--- config.mk ---
export PLATFORM = sky130hd
export DESIGN_NAME = deserializer
export DESIGN_NICKNAME = d
export VERILOG_FILES = /design/src/rtl/deserializer.sv
export SDC_FILE = /design/constraint.sdc
export NUM_CORES = 1
export LEC_CHECK = 0
export CAP_MARGIN = 25
export CORE_MARGIN = 3
export CORE_UTILIZATION = 45
export DETAILED_ROUTE_END_ITERATION = 6
export MAX_ROUTING_LAYER = met4
export PLACE_DENSITY = 0.62
export SETUP_SLACK_MARGIN = 0.3
export SLEW_MARGIN = 40
export SYNTH_ARGS = -nofsm -noshare
export SYNTH_HDL_FRONTEND = slang
export SYNTH_SLANG_ARGS = --single-unit
--- constraint.sdc ---
create_clock -name clk -period 3.9 [get_ports clk]
set_input_delay 0.78 -clock clk [delete_from_list [all_inputs] [get_ports clk]]
set_output_delay 0.78 -clock clk [all_outputs]
set_load 0.01 [all_outputs]
--- src/rtl/deserializer.sv ---
`timescale 1ns/1ps
// Receive-side word deserializer: hunts for a sync pattern in the strobed serial stream,
// then packs MSB-first bits into WIDTH-bit words offered downstream over valid/ready.
module deserializer #(
    parameter int unsigned       WIDTH       = 32,
    parameter bit                SYNC_EN     = 1'b1,
    parameter int unsigned       SYNC_W      = 16,
    parameter logic [SYNC_W-1:0] SYNC_WORD   = 16'hA5C3,
    parameter int unsigned       FRAME_WORDS = 4
) (
    input  logic             clk,
    input  logic             rst,
    input  logic             in,
    input  logic             in_en,
    input  logic             out_rdy,
    output logic [WIDTH-1:0] data,
    output logic             Wen,
    output logic             locked,
    output logic             overrun
);

    localparam int unsigned BCW = (WIDTH > 1) ? $clog2(WIDTH) : 1;
    localparam int unsigned WCW = (FRAME_WORDS > 1) ? $clog2(FRAME_WORDS + 1) : 1;

    localparam logic [0:0] ST_HUNT    = 1'b0;
    localparam logic [0:0] ST_COLLECT = 1'b1;
    localparam logic [0:0] ST_RESET   = SYNC_EN ? ST_HUNT : ST_COLLECT;

    logic [0:0]        state, state_nx;
    logic [SYNC_W-1:0] sync_sr, sync_nx;
    logic [WIDTH-1:0]  sh, sh_nx;
    logic [BCW-1:0]    bcnt, bcnt_nx;
    logic [WCW-1:0]    wcnt, wcnt_nx;
    logic              pend, pend_nx;
    logic [WIDTH-1:0]  word, word_nx;
    logic [WIDTH-1:0]  data_nx;
    logic              wen_nx, locked_nx, overrun_nx;

    // State and output registers
    always_ff @(posedge clk) begin
        if (rst) begin
            state   <= ST_RESET;
            sync_sr <= '0;
            sh      <= '0;
            bcnt    <= '0;
            wcnt    <= '0;
            pend    <= 1'b0;
            word    <= '0;
            data    <= '0;
            Wen     <= 1'b0;
            locked  <= 1'b0;
            overrun <= 1'b0;
        end else begin
            state   <= state_nx;
            sync_sr <= sync_nx;
            sh      <= sh_nx;
            bcnt    <= bcnt_nx;
            wcnt    <= wcnt_nx;
            pend    <= pend_nx;
            word    <= word_nx;
            data    <= data_nx;
            Wen     <= wen_nx;
            locked  <= locked_nx;
            overrun <= overrun_nx;
        end
    end

    // Next-state: output stage for the word completed last cycle, then bit intake
    always_comb begin
        state_nx   = state;
        sync_nx    = sync_sr;
        sh_nx      = sh;
        bcnt_nx    = bcnt;
        wcnt_nx    = wcnt;
        pend_nx    = 1'b0;
        word_nx    = word;
        data_nx    = data;
        wen_nx     = Wen;
        overrun_nx = 1'b0;

        if (pend) begin
            if (!Wen || out_rdy) begin
                data_nx = word;
                wen_nx  = 1'b1;
            end else begin
                overrun_nx = 1'b1;
            end
        end else if (Wen && out_rdy) begin
            wen_nx = 1'b0;
        end

        if (in_en) begin
            if (state == ST_HUNT) begin
                sync_nx = SYNC_W'({sync_sr, in});
                if (sync_nx == SYNC_WORD) begin
                    state_nx = ST_COLLECT;
                    bcnt_nx  = '0;
                    wcnt_nx  = '0;
                end
            end else begin
                sh_nx = WIDTH'({sh, in});
                if (bcnt == BCW'(WIDTH - 1)) begin
                    bcnt_nx = '0;
                    pend_nx = 1'b1;
                    word_nx = sh_nx;
                    wcnt_nx = wcnt + WCW'(1);
                    // Frame complete: drop lock and hunt again from a clean pattern register
                    if (SYNC_EN && (FRAME_WORDS != 0) && (wcnt_nx == WCW'(FRAME_WORDS))) begin
                        state_nx = ST_HUNT;
                        sync_nx  = '0;
                        wcnt_nx  = '0;
                    end
                end else begin
                    bcnt_nx = bcnt + BCW'(1);
                end
            end
        end

        locked_nx = (state_nx == ST_COLLECT);
    end

endmodule

==> impl_results.md, run 1 <==
- Critical Path RT: ~3100 ps
- Die ar.: 0.0111 mm²
- Most common cell after layout, fill and taps aside: nand2_1
- Global-route wire length before repair: approximately 15,000 µm
- CTS tree: built
- Crit path max fanout: 11
- CTS Buf Count: 17
- Post-route DRC: 0
- Netlist cell types: 37
- Worst setup SP type: flip-flop
- Worst-path cell chain: clkdlybuf4s50_1
- IO Pins: 40
- Total chip power: 0.00300 W
- Fill count: 839
- Htree depth: 4
- Setup bufs post-CTS: 0
- Drt wl/cell: approximately 13 µm
- Core area: 0.00942 mm²
- Slowest cell on crit path: clkdlybuf4s50_1
- Worst hold path type: reg2reg
- Fin. Hold Viols: 0
- Clk sink count: 122
- Switching Fraction: 20.5%
- Post-Route WL: just under 9000 µm
- Root Driver: clkbuf_8
- Initial antenna violation count: 0
- Post-synthesis register bit count: around 120
- Vias in the first global route: ~3,400
- CP Data Arrival Time: roughly 1700 ps
- Clk pwr share: 56.4%
- Total negative setup slack: 0 ps
- Max Fclk: 404 MHz
- Detail Placement HPWL: between 5000 and 6000 µm
- WP buf/inv: 1
- Register area share after synthesis: 54.8%
- Status: complete, no violations
- Gpl congestion: roughly 0.74
- Largest net degree at the start of global routing: between 100 and 150
- Kind of critical path: reg2out
- Final Cycle Share: a little under two thirds
- Layout cells sized above 1: under 10%
- Final Setup Violations: 0
- Synth Instances: approximately 520
- RSZ-0062 raised after global routing: no
- Initial Utilization: between 40% and 50%
- # diodes: 0
- Via Count: 3,490
- Commonest cells after routing, fill and taps aside: nand2_1 (195), dfxtp_1 (122), a21oi_1 (102)
- VDD IR max: between 0.3 and 0.4 mV
- Port-buffer cells: 39
- Num rows: 35
- Die Y: 106 µm
- Post-CTS Resized: 0
- R2R Setup Slk: roughly 1900 ps
- Pre-antenna DRT Iters: 5
- Kind of end point of the critical path: output port
- Via density: ~5.1
- Comb power frac: 1.9%
- Synthesized area: between 0.004 and 0.005 mm²
- Clock Skews: 10.6 ps
- NumNets Final: roughly 560
- Fin. max-slew vios: 0
- Post-synthesis net count: about 530
- Final Core Density: 58.2%
- Area Overhead vs Synth: 22.9%
- GR Util All Layers: roughly 17%
- Pwr/cell area: 548 mW/mm²
- MaxCap Viol Count: 0
- First-iteration detailed-routing DRC count: between 150 and 200
- Slew Limit Headroom: a little under half
- Crit path max-delay family: buffers and inverters
- Grt ovf: 0
- Int Power: around 0.0024 W
- Seq pwr share: a little over two fifths
- Die width: ~110 µm
- Crit-path max cell delay: approximately 620 ps
- Worst-Margin Slew: about 820 ps
- Clock Pin Slew Worst Setup and Hold Paths: 60 ps
- Pleak: ~1.8 nW
- Clk_lat worst skew: around 520 ps
- Mean Syn Cell Area: about 8.5 µm²
- Hold Buf Count CTS: 0
- Post-route ant nets: 0
- Worst-case clock buffer depth: 2
- Synth warn: 0
- Switch Pwr: between 0.0006 and 0.0007 W
- Final Critical Period: between 2000 and 2500 ps
layout make-up:
class	count	area (µm²)	share of cell area [%]
sequential	122	2440	44.6
multi-input combinational	359	1780	32.5
timing repair buffer	45	437	7.97
clock buffer	19	432	7.88
clock inverter	13	216	3.95
tap	129	161	2.95
inverter	3	11.3	0.206
metal layers:
layer / share of wire (%) / GRT usage, %
met2: 46 / 27.4
met1: 48 / 20.5
met5: 0 / -
met3: 3.4 / 5.14
met4: 1.7 / 6.94
metrics by stage:
stage / setup WS (ps) / instance area [µm²] / hold slack (ps) / instances
2_1_floorplan: 2150 / 4460 / 432 / 522
3_3_place_gp: 1060 / 4820 / 441 / 658
3_5_place_dp: 969 / 4830 / 445 / 658
4_1_cts: 1400 / 5480 / 455 / 690
5_1_grt: 1320 / 5480 / 469 / 690
6_report: 1430 / 5480 / 448 / 690
power groups by stage:
stage	clock network [W]	logic, W	registers [W]
CTS	0.00172	0.0000574	0.00125
global route	0.00178	0.0000631	0.00125
finish	0.00169	0.0000564	0.00125
global placement	0	0.0000558	0.00128
floorplan	0	0.0000507	0.00128
detailed placement	0	0.0000571	0.00128
cells in the mapped netlist (all sizes together):
cell type / count / share of area (%)
a31oi: 2 / 0.28
a211oi: 3 / 0.73
a41oi: 2 / 0.39
buf: 29 / 4.4
nand2b: 3 / 0.48
ha: 4 / 1.1
dfxtp: 122 / 55
and2: 2 / 0.28
a311oi: 4 / 1.3
a22o: 15 / 2.9
inv: 3 / 0.25
o21ai: 2 / 0.31
nand4: 1 / 0.14
clkbuf: 9 / 0.76
nor3b: 1 / 0.17
and3: 2 / 0.28
a21oi: 103 / 12
nor2: 7 / 0.65
xnor2: 1 / 0.20
nand3: 2 / 0.34
o211ai: 1 / 0.17
nand2: 196 / 16
and4bb: 4 / 1.1
nor3: 3 / 0.59
o21bai: 1 / 0.17
tightest hold or removal path: stages, from the launching register on:
cell and delay, ps:
dfxtp_1 310, nand2_1 50, a21oi_1 50
path summary, 6_finish.rpt:
kind	start	end	depth (start not counted)
worst max-delay path	state	locked	1
worst min-delay path	word[3]	data[3]	2
worst max register to register	bcnt[0]	sync_sr[13]	7
worst min register to register	word[3]	data[3]	2
state kept, by name, summed over array words and instances, names as in the netlist:
register / flops
data: 32
word: 32
sh: 31
sync_sr: 15
bcnt: 5
wcnt: 3
Wen: 1
overrun: 1
pend: 1
state: 1
cell families (layout without fill, tap and decap cells):
| logic type | count (synthesis) | after routing | synth area share (%) |
|---|---|---|---|
| xor gates and xnor gates | 1 | 1 | 0.196 |
| adders and majority gates | 4 | 4 | 1.12 |
| buffers and inverters | 41 | 80 | 5.39 |
| AOI/OAI and AO/OA | 133 | 133 | 18.0 |
| and+or+nand+nor | 221 | 221 | 20.5 |
| DFF | 122 | 122 | 54.8 |
No activity file was read; power rests on OpenSTA's default activity.
==> run 2, diff against run 1 <==
--- a/config.mk
+++ b/config.mk
@@ -10,7 +10,7 @@
 export CORE_UTILIZATION = 45
 export DETAILED_ROUTE_END_ITERATION = 6
 export MAX_ROUTING_LAYER = met4
-export PLACE_DENSITY = 0.62
+export PLACE_DENSITY = 0.64
 export SETUP_SLACK_MARGIN = 0.3
 export SLEW_MARGIN = 40
 export SYNTH_ARGS = -nofsm -noshare
==> constraint.sdc (replaced) <==
create_clock -name clk -period 2.1 [get_ports clk]
set_input_delay 0.42 -clock clk [delete_from_list [all_inputs] [get_ports clk]]
set_output_delay 0.42 -clock clk [all_outputs]
set_load 0.01 [all_outputs]
==> impl_results.md, run 2 (synthesized netlist as in run 1, its figures left out) <==
- Status: complete, no violations (unchanged)
- Die width: 106 µm (unchanged)
- Pwr/cell area: 964 mW/mm² (was 548 mW/mm²)
- Grt ovf: 0 (unchanged)
- Post-route ant nets: 0 (unchanged)
- # diodes: 0 (unchanged)
- Final Cycle Share: 83.4%
- Worst-case clock buffer depth: 2 (unchanged)
- VDD IR max: 0.520 mV (was 0.355 mV)
- Kind of end point of the critical path: output port (unchanged)
- Critical Path RT: 1680 ps (was 3120 ps)
- Final Setup Violations: 0 (unchanged)
- Fin. max-slew vios: 0 (unchanged)
- Worst setup SP type: flip-flop (unchanged)
- Die Y: 106 µm (unchanged)
- Root Driver: clkbuf_8 (unchanged)
- Largest net degree at the start of global routing: 56 (was 110)
- Crit path max fanout: 1 (was 11)
- Die ar.: 0.0111 mm² (unchanged)
- Fill count: 875 (was 839)
- MaxCap Viol Count: 0 (unchanged)
- Layout cells sized above 1: 11.7% (was 9.45%)
- Global-route wire length before repair: 15,300 µm (about the same)
- CP Data Arrival Time: 1330 ps (was 1690 ps)
- Worst-Margin Slew: 479 ps (was 819 ps)
- Switch Pwr: 0.00120 W (was 0.000614 W)
- Clk sink count: 122 (unchanged)
- Port-buffer cells: 39 (unchanged)
- Via Count: 3,506 (was 3,490)
- CTS tree: built (unchanged)
- Comb power frac: 2.5% (was 1.9%)
- Pleak: 2.07 nW (was 1.83 nW)
- Clk_lat worst skew: 510 ps (was 520 ps)
- Slowest cell on crit path: clkdlybuf4s50_1 (unchanged)
- Final Core Density: 59.4% (was 58.2%)
- Via density: 5.01 (was 5.06)
- Dpl ws: 66.0 ps (was 969 ps)
- Switching Fraction: 22.3% (was 20.5%)
- CTS Buf Count: 17 (unchanged)
- Vias in the first global route: 3,350 (was 3,391)
- Crit path max-delay family: buffers and inverters (unchanged)
- Slew Limit Headroom: 68.1% (was 45.4%)
- Area Overhead vs Synth: 25.4% (was 22.9%)
- Crit-path max cell delay: 520 ps (was 620 ps)
- Final worst slack: 349 ps (was 1430 ps)
- Drt wl/cell: 13.0 µm (was 12.6 µm)
- Post-route DRC: 0 (unchanged)
- Post-Route WL: 9090 µm (was 8730 µm)
- Worst-path cell chain: clkdlybuf4s50_1 (unchanged)
- Final Critical Period: roughly 1800 ps
- Fin. Hold Viols: 0 (unchanged)
- Clk pwr share: 54.4% (was 56.4%)
- Most common cell after layout, fill and taps aside: nand2_1 (unchanged)
- Detail Placement HPWL: 5090 µm (was 5030 µm)
- Clock Skews: 9.99 ps (was 10.6 ps)
- Int Power: 0.00419 W (was 0.00239 W)
- Total negative setup slack: 0 ps (unchanged)
- IO Pins: 40 (unchanged)
- Worst hold path type: in2reg (was reg2reg)
- Gpl congestion: 0.838 (was 0.737)
- Htree depth: 4 (unchanged)
- NumNets Final: 567 (was 557)
- RSZ-0062 raised after global routing: no (unchanged)
- Clock Pin Slew Worst Setup and Hold Paths: 60 ps (about the same)
- Commonest cells after routing, fill and taps aside: nand2_1 (196), dfxtp_1 (121), a21oi_1 (102) (was nand2_1 (195), dfxtp_1 (122), a21oi_1 (102))
- Biggest regs: data x32, word x32, sh x31 (unchanged)
- Initial Utilization: 47.4% (unchanged)
- Seq pwr share: 43.2% (was 41.8%)
- Kind of critical path: reg2out (unchanged)
- Initial antenna violation count: 0 (unchanged)
- Core area: 0.00942 mm² (unchanged)
- WP buf/inv: 1 (unchanged)
- First-iteration detailed-routing DRC count: 251 (was 184)
- Num rows: 35 (unchanged)
- Hold Buf Count CTS: 0 (unchanged)
- GR Util All Layers: 17.4% (was 17.2%)
- Max Fclk: 571 MHz
- Pre-antenna DRT Iters: 4 (was 5)
## run 2: area by class of cell
| class | instances | area [µm²] | share of cell area [%] |
|---|---|---|---|
| Clock inverter | 15 | 194 | 3.47 |
| Inverter | 3 | 11.3 | 0.201 |
| Clock buffer | 17 | 414 | 7.41 |
| Timing Repair Buffer | 54 | 537 | 9.60 |
| Tap cell | 129 | 161 | 2.89 |
| Sequential cell | 122 | 2440 | 43.7 |
| Multi-Input combinational cell | 360 | 1830 | 32.7 |
## run 2: metal layers
layer  track usage [%]  part of all wire, %  wire [µm]  up-vias
met1              21.6                   48       4360     1603
met2              27.3                   47       4260       66
met3              4.53                  3.9        353       11
met5                 -                    0          0        -
li1                  -                    -          -     1826
met4              6.57                  1.3        119        0
## run 2: worst paths after layout
check / slack (ps) / endpoint / cells past startpoint / startpoint
min reg2reg: 450 / data[7] / 2 / data[7]
max: 350 / overrun / 1 / overrun
max reg2reg: 360 / sync_sr[11] / 7 / bcnt[1]
min: 230 / bcnt[1] / 2 / rst
## run 2: through the flow
step / hold slack [ps] / power, W / cells / cell area (µm²)
after floorplan: 432 / 0.00247 / 522 / 4460
after global placement: 437 / 0.00250 / 665 / 4930
after detailed placement: 444 / 0.00250 / 665 / 4930
after CTS: 214 / 0.00544 / 698 / 5530
after global routing: 225 / 0.00556 / 700 / 5590
final: 231 / 0.00539 / 700 / 5590
## run 2: power groups by stage
stage	clock, W	combinational (W)	sequential, W
after floorplan	0	0.0000941	0.00237
after global placement	0	0.000122	0.00237
after detailed placement	0	0.000123	0.00238
after CTS	0.00298	0.000131	0.00232
after global routing	0.00309	0.000145	0.00233
final	0.00293	0.000132	0.00233
## run 2: what timing repair did
| action | in CTS | in global routing |
|---|---|---|
| pin swaps | 1 | 1 |
| endpoints found under the setup margin | 82 | 50 |
| resized for setup | 39 | 6 |
| buffers inserted | 0 | 1 |
| cloned | 1 | 1 |
